$ cat src/rtl/nios2_oci_trace_capture_pkg.sv
// Shared types and helpers for the OCI trace capture engine.
package nios2_oci_trace_pkg;

  typedef enum logic [1:0] {
    ST_RUN    = 2'd0,
    ST_ENDING = 2'd1,
    ST_ENDED  = 2'd2
  } trace_state_e;

  localparam int MAX_BUF_W  = 1024;
  localparam int MAX_SLOT_W = 64;

  // Slot k of a packed buffer, slot 0 in the LSBs; caller truncates to its slot width.
  function automatic logic [MAX_SLOT_W-1:0] get_slot(input logic [MAX_BUF_W-1:0] buffer,
                                                     input int k, input int slot_w);
    logic [MAX_BUF_W-1:0]  sh;
    logic [MAX_SLOT_W-1:0] mask;
    sh   = buffer >> (k * slot_w);
    mask = (slot_w >= MAX_SLOT_W) ? '1 : ((MAX_SLOT_W'(1) << slot_w) - MAX_SLOT_W'(1));
    return sh[MAX_SLOT_W-1:0] & mask;
  endfunction

  function automatic logic [63:0] sat_inc(input logic [63:0] v, input int w);
    logic [63:0] max_v;
    max_v = (w >= 64) ? '1 : ((64'd1 << w) - 64'd1);
    return (v >= max_v) ? max_v : v + 64'd1;
  endfunction

endpackage

$ cat src/rtl/nios2_oci_trace_capture_if.sv
// DCT offer and slot read-port signals of the trace capture engine.
interface nios2_oci_trace_capture_if #(
    parameter int SLOT_W = 10,
    parameter int SLOTS  = 3,
    parameter int CNT_W  = 4
);
    logic [SLOT_W*SLOTS-1:0] dct_buffer;
    logic [CNT_W-1:0]        dct_count;
    logic                    dct_valid;
    logic                    dct_ready;
    logic                    rd_en;
    logic [SLOT_W-1:0]       rd_data;
    logic                    rd_valid;

    modport master (
        output dct_buffer, dct_count, dct_valid, rd_en,
        input  dct_ready, rd_data, rd_valid
    );

    modport slave (
        input  dct_buffer, dct_count, dct_valid, rd_en,
        output dct_ready, rd_data, rd_valid
    );
endinterface

$ cat src/rtl/nios2_oci_trace_capture_fifo.sv
// Single-clock slot FIFO; a push while full only lands when a pop frees the head on the same edge.
module nios2_oci_trace_fifo #(
    parameter int W     = 10,
    parameter int DEPTH = 16,
    localparam int AW   = $clog2(DEPTH)
) (
    input  logic          clk,
    input  logic          rst_n,
    input  logic          push,
    input  logic [W-1:0]  push_data,
    input  logic          pop,
    output logic [W-1:0]  head,
    output logic          full,
    output logic          empty,
    output logic [AW:0]   level
);
    logic [W-1:0]  mem [DEPTH];
    logic [AW-1:0] wr_ptr, rd_ptr;
    logic [AW:0]   cnt;
    logic          do_push, do_pop;

    assign full    = (cnt == (AW+1)'(DEPTH));
    assign empty   = (cnt == '0);
    assign level   = cnt;
    assign head    = mem[rd_ptr];
    assign do_pop  = pop && !empty;
    assign do_push = push && (!full || do_pop);

    always_ff @(posedge clk) begin
        if (do_push) mem[wr_ptr] <= push_data;
    end

    always_ff @(posedge clk or negedge rst_n) begin
        if (!rst_n) begin
            wr_ptr <= '0;
            rd_ptr <= '0;
            cnt    <= '0;
        end else begin
            if (do_push) wr_ptr <= wr_ptr + 1'b1;
            if (do_pop)  rd_ptr <= rd_ptr + 1'b1;
            case ({do_push, do_pop})
                2'b10:   cnt <= cnt + 1'b1;
                2'b01:   cnt <= cnt - 1'b1;
                default: cnt <= cnt;
            endcase
        end
    end
endmodule

$ cat src/rtl/nios2_oci_trace_capture.sv
// Captures multi-slot DCT words, serialises valid slots into a FIFO, tracks test-end sequencing.
module nios2_oci_trace_capture
    import nios2_oci_trace_pkg::*;
#(
    parameter int SLOT_W = 10,
    parameter int SLOTS  = 3,
    parameter int CNT_W  = 4,
    parameter int DEPTH  = 16,
    parameter int DROP_W = 16
) (
    input  logic                      clk,
    input  logic                      reset_n,
    nios2_oci_trace_capture_if.slave  bus,
    input  logic                      test_ending,
    input  logic                      test_has_ended,
    output logic [$clog2(DEPTH):0]    fifo_level,
    output logic                      overflow,
    output logic                      count_err,
    output logic [DROP_W-1:0]         dropped,
    output logic [1:0]                state,
    output logic                      done
);
    localparam int IW = (SLOTS > 1) ? $clog2(SLOTS + 1) : 1;

    trace_state_e            state_q, state_d;
    logic [SLOT_W*SLOTS-1:0] buf_q;
    logic [IW-1:0]           n_q, idx_q, n_d;
    logic                    busy_q;
    logic                    accept, cnt_over, force_end, push, pop_ok;
    logic                    fifo_full, fifo_empty;
    logic [SLOT_W-1:0]       slot_data, head;

    assign bus.dct_ready = (state_q == ST_RUN) && !busy_q;
    assign accept        = bus.dct_valid && bus.dct_ready;
    assign cnt_over      = int'(bus.dct_count) > SLOTS;
    assign n_d           = cnt_over ? IW'(SLOTS) : IW'(bus.dct_count);
    // A forced end aborts the in-flight word, including the slot due on this edge.
    assign force_end     = test_has_ended && (state_q != ST_ENDED);
    assign push          = busy_q && !force_end;
    assign pop_ok        = bus.rd_en && !fifo_empty;
    assign slot_data     = SLOT_W'(get_slot(MAX_BUF_W'(buf_q), int'(idx_q), SLOT_W));

    nios2_oci_trace_fifo #(.W(SLOT_W), .DEPTH(DEPTH)) u_fifo (
        .clk       (clk),
        .rst_n     (reset_n),
        .push      (push),
        .push_data (slot_data),
        .pop       (bus.rd_en),
        .head      (head),
        .full      (fifo_full),
        .empty     (fifo_empty),
        .level     (fifo_level)
    );

    always_ff @(posedge clk or negedge reset_n) begin
        if (!reset_n) state_q <= ST_RUN;
        else          state_q <= state_d;
    end

    always_comb begin
        state_d = state_q;
        case (state_q)
            ST_RUN: begin
                if (test_has_ended)   state_d = ST_ENDED;
                else if (test_ending) state_d = ST_ENDING;
            end
            ST_ENDING: begin
                if (test_has_ended || (!busy_q && fifo_empty)) state_d = ST_ENDED;
            end
            default: state_d = ST_ENDED;
        endcase
    end

    always_ff @(posedge clk or negedge reset_n) begin
        if (!reset_n) begin
            buf_q     <= '0;
            n_q       <= '0;
            idx_q     <= '0;
            busy_q    <= 1'b0;
            count_err <= 1'b0;
        end else begin
            if (accept && cnt_over) count_err <= 1'b1;
            if (force_end) begin
                busy_q <= 1'b0;
            end else if (accept) begin
                buf_q  <= bus.dct_buffer;
                n_q    <= n_d;
                idx_q  <= '0;
                busy_q <= (n_d != '0);
            end else if (busy_q) begin
                idx_q <= idx_q + 1'b1;
                if (idx_q == n_q - 1'b1) busy_q <= 1'b0;
            end
        end
    end

    // A slot is lost only when the FIFO is full and no pop frees a place on the same edge.
    always_ff @(posedge clk or negedge reset_n) begin
        if (!reset_n) begin
            overflow <= 1'b0;
            dropped  <= '0;
        end else if (push && fifo_full && !pop_ok) begin
            overflow <= 1'b1;
            dropped  <= DROP_W'(sat_inc(64'(dropped), DROP_W));
        end
    end

    always_ff @(posedge clk or negedge reset_n) begin
        if (!reset_n) begin
            bus.rd_data  <= '0;
            bus.rd_valid <= 1'b0;
        end else begin
            bus.rd_valid <= pop_ok;
            if (pop_ok) bus.rd_data <= head;
        end
    end

    assign state = state_q;
    assign done  = (state_q == ST_ENDED);
endmodule

$ cat src/flat_wrapper.sv
// flat-port wrapper written by rule: the top's interface ports become plain ports
module nios2_oci_trace_capture_flat import nios2_oci_trace_pkg::*;
#(
    parameter int SLOT_W = 10,
    parameter int SLOTS  = 3,
    parameter int CNT_W  = 4,
    parameter int DEPTH  = 16,
    parameter int DROP_W = 16
)
  (clk, reset_n, test_ending, test_has_ended, fifo_level, overflow, count_err, dropped, state, done, bus_dct_buffer, bus_dct_count, bus_dct_valid, bus_rd_en, bus_dct_ready, bus_rd_data, bus_rd_valid);
  nios2_oci_trace_capture_if #(.SLOT_W(SLOT_W), .SLOTS(SLOTS), .CNT_W(CNT_W)) bus_i ();
  input  logic clk;
  input  logic reset_n;
  input  logic test_ending;
  input  logic test_has_ended;
  output logic [$clog2(DEPTH):0] fifo_level;
  output logic overflow;
  output logic count_err;
  output logic [DROP_W-1:0] dropped;
  output logic [1:0] state;
  output logic done;
  input wire logic [$bits(bus_i.dct_buffer)-1:0] bus_dct_buffer;
  input wire logic [$bits(bus_i.dct_count)-1:0] bus_dct_count;
  input wire logic [$bits(bus_i.dct_valid)-1:0] bus_dct_valid;
  input wire logic [$bits(bus_i.rd_en)-1:0] bus_rd_en;
  output wire logic [$bits(bus_i.dct_ready)-1:0] bus_dct_ready;
  output wire logic [$bits(bus_i.rd_data)-1:0] bus_rd_data;
  output wire logic [$bits(bus_i.rd_valid)-1:0] bus_rd_valid;
  assign bus_i.dct_buffer = bus_dct_buffer;
  assign bus_i.dct_count = bus_dct_count;
  assign bus_i.dct_valid = bus_dct_valid;
  assign bus_i.rd_en = bus_rd_en;
  assign bus_dct_ready = bus_i.dct_ready;
  assign bus_rd_data = bus_i.rd_data;
  assign bus_rd_valid = bus_i.rd_valid;
  nios2_oci_trace_capture #(.SLOT_W(SLOT_W), .SLOTS(SLOTS), .CNT_W(CNT_W), .DEPTH(DEPTH), .DROP_W(DROP_W)) u_core (.clk(clk), .reset_n(reset_n), .bus(bus_i), .test_ending(test_ending), .test_has_ended(test_has_ended), .fifo_level(fifo_level), .overflow(overflow), .count_err(count_err), .dropped(dropped), .state(state), .done(done));
endmodule
$ cat config.mk
export PLATFORM = sky130hd
export DESIGN_NAME = nios2_oci_trace_capture_flat
export DESIGN_NICKNAME = d
export VERILOG_FILES = /design/src/rtl/nios2_oci_trace_capture_pkg.sv /design/src/rtl/nios2_oci_trace_capture_if.sv /design/src/rtl/nios2_oci_trace_capture_fifo.sv /design/src/rtl/nios2_oci_trace_capture.sv /design/src/flat_wrapper.sv
export SDC_FILE = /design/constraint.sdc
export NUM_CORES = 1
export LEC_CHECK = 0
export ABC_CLOCK_PERIOD_IN_PS = 7200
export CORE_UTILIZATION = 60
export CTS_CLUSTER_DIAMETER = 200
export DETAILED_ROUTE_END_ITERATION = 8
export PLACE_DENSITY = 0.82
export SYNTH_ARGS = -nofsm -noshare
export SYNTH_HDL_FRONTEND = slang
export SYNTH_SLANG_ARGS = --single-unit
$ cat constraint.sdc
create_clock -name clk -period 7.2 [get_ports clk]
set_input_delay 1.44 -clock clk [delete_from_list [all_inputs] [get_ports clk]]
set_output_delay 1.44 -clock clk [all_outputs]
set_load 0.01 [all_outputs]
==> results of run 1 <==
==> critical path, delay by kind of cell <==
family	cells	cell delay (ns)
AOI/OAI and AO/OA	1	0.45
buffers and inverters	1	0.46
and+or+nand+nor	4	1.51
==> placed cells by master (no fill, tap or decap), types with 3 or more instances in the layout <==
| master | count |
|---|---|
| nor2b_1 | 4 |
| nand2_1 | 40 |
| edfxtp_1 | 160 |
| inv_1 | 11 |
| nor3_1 | 8 |
| or4_1 | 3 |
| a21oi_1 | 14 |
| mux2i_1 | 11 |
| xnor2_1 | 16 |
| nor4_1 | 3 |
| nor3b_1 | 3 |
| and3_1 | 4 |
| nor2_1 | 18 |
| mux4_2 | 37 |
| clkdlybuf4s50_1 | 76 |
| nor4_2 | 4 |
| or3_1 | 5 |
| nand2b_1 | 3 |
| o21a_1 | 3 |
| and2_1 | 10 |
| clkbuf_1 | 13 |
| buf_4 | 15 |
| clkbuf_8 | 4 |
| o21ai_0 | 17 |
| nand3_1 | 11 |
| o22ai_1 | 19 |
| dfrtp_1 | 77 |
| mux2_2 | 45 |
| xor2_1 | 4 |
| clkbuf_16 | 23 |
| ha_1 | 7 |
==> through the flow <==
| step | area (µm²) | worst slack (ns) | cells |
|---|---|---|---|
| floorplan | 9740 | 3.90 | 596 |
| detailed placement | 10800 | 3.25 | 872 |
| finish | 11500 | 3.75 | 913 |
| global route | 11500 | 3.59 | 913 |
| CTS | 11500 | 3.79 | 913 |
| global placement | 10800 | 3.38 | 872 |
==> per-layer routing <==
layer  track usage [%]  up-vias  routed length, µm
met5                 0        -                  0
li1                  -     2458                  -
met4              8.89        0                493
met1              37.8     2835               8750
met3              4.09       36               1270
met2              40.3      219               9680
==> layout make-up <==
class | count | share of cell area [%]
inverters | 11 | 0.360
repair buffers | 91 | 7.61
multi-input cells | 315 | 24.5
flip-flops and latches | 239 | 59.1
well taps | 216 | 2.36
clock inverters | 1 | 0.0654
clock buffers | 40 | 5.92
==> cells by family after synthesis <==
| kind of cell | count (synthesis) |
|---|---|
| adders and majority gates | 7 |
| and+or+nand+nor | 125 |
| xor gates and xnor gates | 20 |
| AOI/OAI and AO/OA | 70 |
| DFF | 239 |
| muxes | 93 |
| buffers and inverters | 42 |
==> registers in the layout (all words and copies together) (netlist names), 2 cells and up <==
signal / flops
u_core.u_fifo.level: 5
u_core.n_q: 2
u_core.state: 2
u_core.buf_q: 30
u_core.bus.rd_data: 10
u_core.u_fifo.rd_ptr: 4
u_core.u_fifo.wr_ptr: 4
u_core.idx_q: 2
u_core.u_fifo.mem: 160
u_core.dropped: 16
==> path summary, 6_finish.rpt <==
| path | slack (ns) | endpoint |
|---|---|---|
| max in group asynchronous | 5.37 | u_core.u_fifo.rd_ptr[3] |
| hold / removal | 0.48 | u_core.overflow |
| hold reg to reg | 0.48 | u_core.overflow |
| min in group asynchronous | 1.12 | u_core.buf_q[24] |
| setup reg to reg | 4.46 | u_core.u_fifo.level[4] |
| setup / recovery | 3.75 | u_core.dropped[15] |
==> report_power, final <==
part           switching [W]  total, W  internal, W
combinational       0.000412  0.000892     0.000480
sequential          0.000209   0.00180      0.00159
clock               0.000475   0.00111     0.000636
total                0.00110   0.00380      0.00271
==> flow_summary.toml, run 1 <==
[die]
dieHeight_um = 129
die_w_um = 129
io_pins = 78
die_area_um2 = 16800
rows = 46
coreArea_um2 = 15900
start_util_pct = 61.3

[grt]
antenna_found_initial = 0
grt_pass1_wl_um = 31900
track_usage_pct = 25.8
first_global_vias = 5659
overflow = 0
grt_max_degree = 80

[run]
maxCapViolations = 0

[final_layout]
utilization_pct = 72.2
syn_to_final_growth_pct = 17.7
fillers = 1021
multi_input_area_um2 = 2820
regArea_um2 = 6780
nNetsFinal = 728
drive_gt1_share_pct = 19.4
n_antenna_cell = 0

[logic_synthesis]
synth_compound_area_share_pct = 4.46
ys_types = 48
synth_fa_ha_area_share_pct = 0.899
syn_nets = 643
synth_commonest_cells = "160 x edfxtp_1, 79 x dfrtp_1, 45 x mux2_2, 40 x nand2_1, 37 x mux4_2"
synth_simple_gate_area_share_pct = 6.58
yosys_warnings = 0
synth.most_common_cell = "edfxtp_1"
syn_area_um2 = 9740
synthXorXnorAreaFrac_pct = 1.80
synth_flop_cell = "edfxtp_1"
syn_inst = 596
synth_top_family_by_area = "multiplexers"
synthMuxAreaShare_pct = 14.9
ys_seq_area_share_pct = 69.6
synth_area_per_cell_um2 = 16.3
synth_top_area_share_pct = 49.3
synth.ff_latch_count = 239
synth.area.top_cells = "edfxtp_1 49%, dfrtp_1 20%, mux4_2 8.6%, mux2_2 5.2%, nand2_1 1.5%"
async_flop_share_pct = 33.1
yosys.area.top_type = "edfxtp_1"
synth_edf_count = 160

[worst_setup_path]
cp_slowest_cell = "or4_1"
critPathRequiredTime_ns = 7.63
crit_chain = "clkdlybuf4s50_1 -> nor2b_1 -> o2111ai_1 -> or4_1 -> or4_1 -> nand3_1"
startpoint_type = "input port"
reg2reg_depth = 8
arrival_ns = 3.88
crit_path_end_kind = "flop"
cp_slowest_stage_delay_ns = 0.75
worstSetupStartpoint = "bus_rd_en"
cp_common_cell = "or4_1"
crit_type = "input port to flop"
crit_fanout = 11
reg2reg_from = "u_core.u_fifo.level[1]"

[cts]
clockBufferDepth = 3
cts.sinks = 239
h-tree-depth = 1
clkSlewWorstSetupHoldPaths_ns = 0.06
tritoncts = "done"
clockRootBuffer = "clkbuf_16"
clk-insertion-delay-late_ns = 0.50
cts_resized = 0
cts_buffers = 23
ctsHoldBuffers = 0
cts_setup_buffers = 0

[min_path]
hold_path_class = "flop to flop"
min_from = "u_core.overflow"
holdPathStages = 1

[timing]
finalSetupTns_ns = 0
skew_ns = 0.0167
slew_headroom_pct = 25.4
holdWs_ns = 0.485
finalCriticalPeriod_ns = 3.45
tightest_slew_ns = 1.11
timing.final.crit_share_pct = 47.8
fmax_mhz = 290
setup_viol = 0
rsz0062_at_grt = "no"
hold_viol_final = 0
final_max_slew_viol_count = 0

[run_status]
outcome = "finished clean"

[route]
drtPass1Iterations = 5
wl_um = 20200
drcViolationCount = 0
first_iter_violations = 450
vias = 5548
vias_per_cell = 6.08
detail-route-antenna-nets = 0
routedWlPerCell_um = 22.1

[power]
p_leak_nw = 4.18
powerDensity_nw_per_um2 = 332
p_total_w = 0.00380
ir_worst_vdd_mv = 0.239

[placement]
io_buffers = 77
gp_congestion = 0.854
hpwl_um = 12900
Power figures use the tool's default switching activity.
==> run 2, diff against run 1 <==
--- a/config.mk
+++ b/config.mk
@@ -5,11 +5,11 @@
 export SDC_FILE = /design/constraint.sdc
 export NUM_CORES = 1
 export LEC_CHECK = 0
-export ABC_CLOCK_PERIOD_IN_PS = 7200
-export CORE_UTILIZATION = 60
+export ABC_CLOCK_PERIOD_IN_PS = 3000
+export CORE_UTILIZATION = 52
 export CTS_CLUSTER_DIAMETER = 200
 export DETAILED_ROUTE_END_ITERATION = 8
-export PLACE_DENSITY = 0.82
+export PLACE_DENSITY = 0.75
 export SYNTH_ARGS = -nofsm -noshare
 export SYNTH_HDL_FRONTEND = slang
 export SYNTH_SLANG_ARGS = --single-unit
==> constraint.sdc (replaced) <==
create_clock -name clk -period 3 [get_ports clk]
set_input_delay 0.6 -clock clk [delete_from_list [all_inputs] [get_ports clk]]
set_output_delay 0.6 -clock clk [all_outputs]
set_load 0.01 [all_outputs]
==> run 2 against run 1 <==
- clock skew down 0.0014 ns
- global-route usage down 3.8 points
- sequential power up 130%
- via count up 1.5%
- final cell count up 4.2%
- clock power rose to 2.6 times the previous value
- highest routed layer unchanged
==> flow_summary.toml, run 2 (synthesis results as in run 1) <==
[placement]
hpwl_um = 13400
gp_congestion = 0.814
io_buffers = 77
place_area_um2 = 11000

[timing]
rsz0062_at_grt = "no"
fmax_mhz = 397
tightest_slew_ns = 0.812
finalCriticalPeriod_ns = 2.52
finalSetupTns_ns = 0
slew_headroom_pct = 45.9
hold_viol_final = 0
setup_viol = 0
skew_ns = 0.0153
final_max_slew_viol_count = 0
timing.final.crit_share_pct = 84.1

[route]
first_iter_violations = 396
detail-route-antenna-nets = 0
vias = 5629
drcViolationCount = 0
wl_um = 20700
vias_per_cell = 5.92
drtPass1Iterations = 7
routedWlPerCell_um = 21.8

[cts]
clk-insertion-delay-late_ns = 0.52
clkSlewWorstSetupHoldPaths_ns = 0.06
cts_buffers = 25
clockBufferDepth = 3
h-tree-depth = 1
cts_resized = 0
cts_setup_buffers = 0
clockRootBuffer = "clkbuf_16"
ctsHoldBuffers = 0
tritoncts = "done"
cts.sinks = 239

[final_layout]
drive_gt1_share_pct = 22.6
final_common_cell = "edfxtp_1"
fillers = 1281
nNetsFinal = 750
largest_reg_flops = 160
largest_register = "u_core.u_fifo.mem"
stdcell_area_um2 = 11700
reg_top3 = "u_core.u_fifo.mem (160), u_core.buf_q (30), u_core.dropped (16)"
n_antenna_cell = 0
final_cell_mix = "160 x edfxtp_1, 78 x dfrtp_1, 76 x clkdlybuf4s50_1, 45 x mux2_2, 40 x nand2_1"
syn_to_final_growth_pct = 20.5

[worst_setup_path]
reg2reg_from = "u_core.state[0]"
critPathRequiredTime_ns = 2.40
cp_slowest_stage_delay_ns = 0.60
crit_fanout = 8
critPathTopFamily = "buffers and inverters"
rrSetupSlack_ns = 0.53
critPathBufInv = 1
startpoint_type = "flop"
crit_chain = "nor3_1 -> clkdlybuf4s50_1"
cp_slowest_cell = "clkdlybuf4s50_1"
crit_type = "flop to output port"
arrival_ns = 1.92
reg2reg_depth = 5
crit_path_end_kind = "output port"
r2r_end = "u_core.u_fifo.mem[6][8]"

[run_status]
outcome = "finished clean"

[die]
die_w_um = 139
io_pins = 78
dieHeight_um = 139
start_util_pct = 53.7
die_area_um2 = 19300
coreArea_um2 = 18100
rows = 49

[grt]
first_global_vias = 5768
track_usage_pct = 22.0
met2_usage_pct = 36.1
antenna_found_initial = 0
grt_pass1_wl_um = 32100
grt_max_degree = 62
overflow = 0
globalRouteMet1Util_pct = 31.0
use_met3_pct = 3.11
top_usage_layer = "met2"

[power]
powerDensity_nw_per_um2 = 804
p_total_w = 0.00944
p_leak_nw = 4.35
ir_worst_vdd_mv = 0.517

[min_path]
hold_path_class = "input port to asynchronous set/reset pin"

[run]
maxCapViolations = 0
==> run 2: area by class of cell <==
class | instances | area, µm² | area share [%]
inverters | 11 | 41.3 | 0.352
clock buffers | 32 | 682 | 5.81
well taps | 229 | 287 | 2.44
multi-input cells | 315 | 2820 | 24.0
flip-flops and latches | 239 | 6780 | 57.8
clock inverters | 14 | 96.3 | 0.821
repair buffers | 111 | 1040 | 8.82
==> run 2: worst max-delay path by stage <==
stage | slack (ns) | depth (start not counted) | start | endpoint
after CTS | 0.46 | 2 | u_core.busy_q | bus_dct_ready
after global placement | 0.27 | 6 | test_has_ended | u_core.u_fifo.mem[4][1]
final | 0.48 | 2 | u_core.busy_q | bus_dct_ready
after floorplan | 0.42 | 4 | u_core.state[0] | u_core.u_fifo.mem[0][0]
after detailed placement | 0.19 | 6 | test_has_ended | u_core.u_fifo.mem[6][5]
after global routing | 0.42 | 5 | u_core.state[0] | u_core.u_fifo.mem[6][8]
==> run 2: where the power goes <==
part	internal [W]	switching [W]	leakage, nW	total, W
combinational	0.00120	0.00122	1.46	0.00242
clock	0.00169	0.00121	0.389	0.00290
sequential	0.00382	0.000299	2.50	0.00412
total	0.00671	0.00273	4.35	0.00944
==> run 2: worst reg2reg max path: cells and delay by family, from the launching register on <==
kind	cells	cell delay (ns)
AO/OA/AOI/OAI	1	0.28
flip-flops	1	0.42
AND/OR/NAND/NOR	4	1.42
==> run 2: layer usage <==
layer,part of all wire [%],wire [µm]
met1,42,8680
met4,2.5,512
met5,0,0
met2,49,10300
met3,6.2,1290
==> run 2: stage by stage <==
step | worst slack, ns | std cells | hold WS (ns) | utilization [%]
finish | 0.478 | 951 | 0.173 | 64.7
CTS | 0.464 | 951 | 0.186 | 64.7
global route | 0.417 | 951 | 0.230 | 64.7
global placement | 0.265 | 905 | 0.458 | 60.4
floorplan | 0.422 | 596 | 0.304 | -
detailed placement | 0.192 | 905 | 0.463 | 60.4
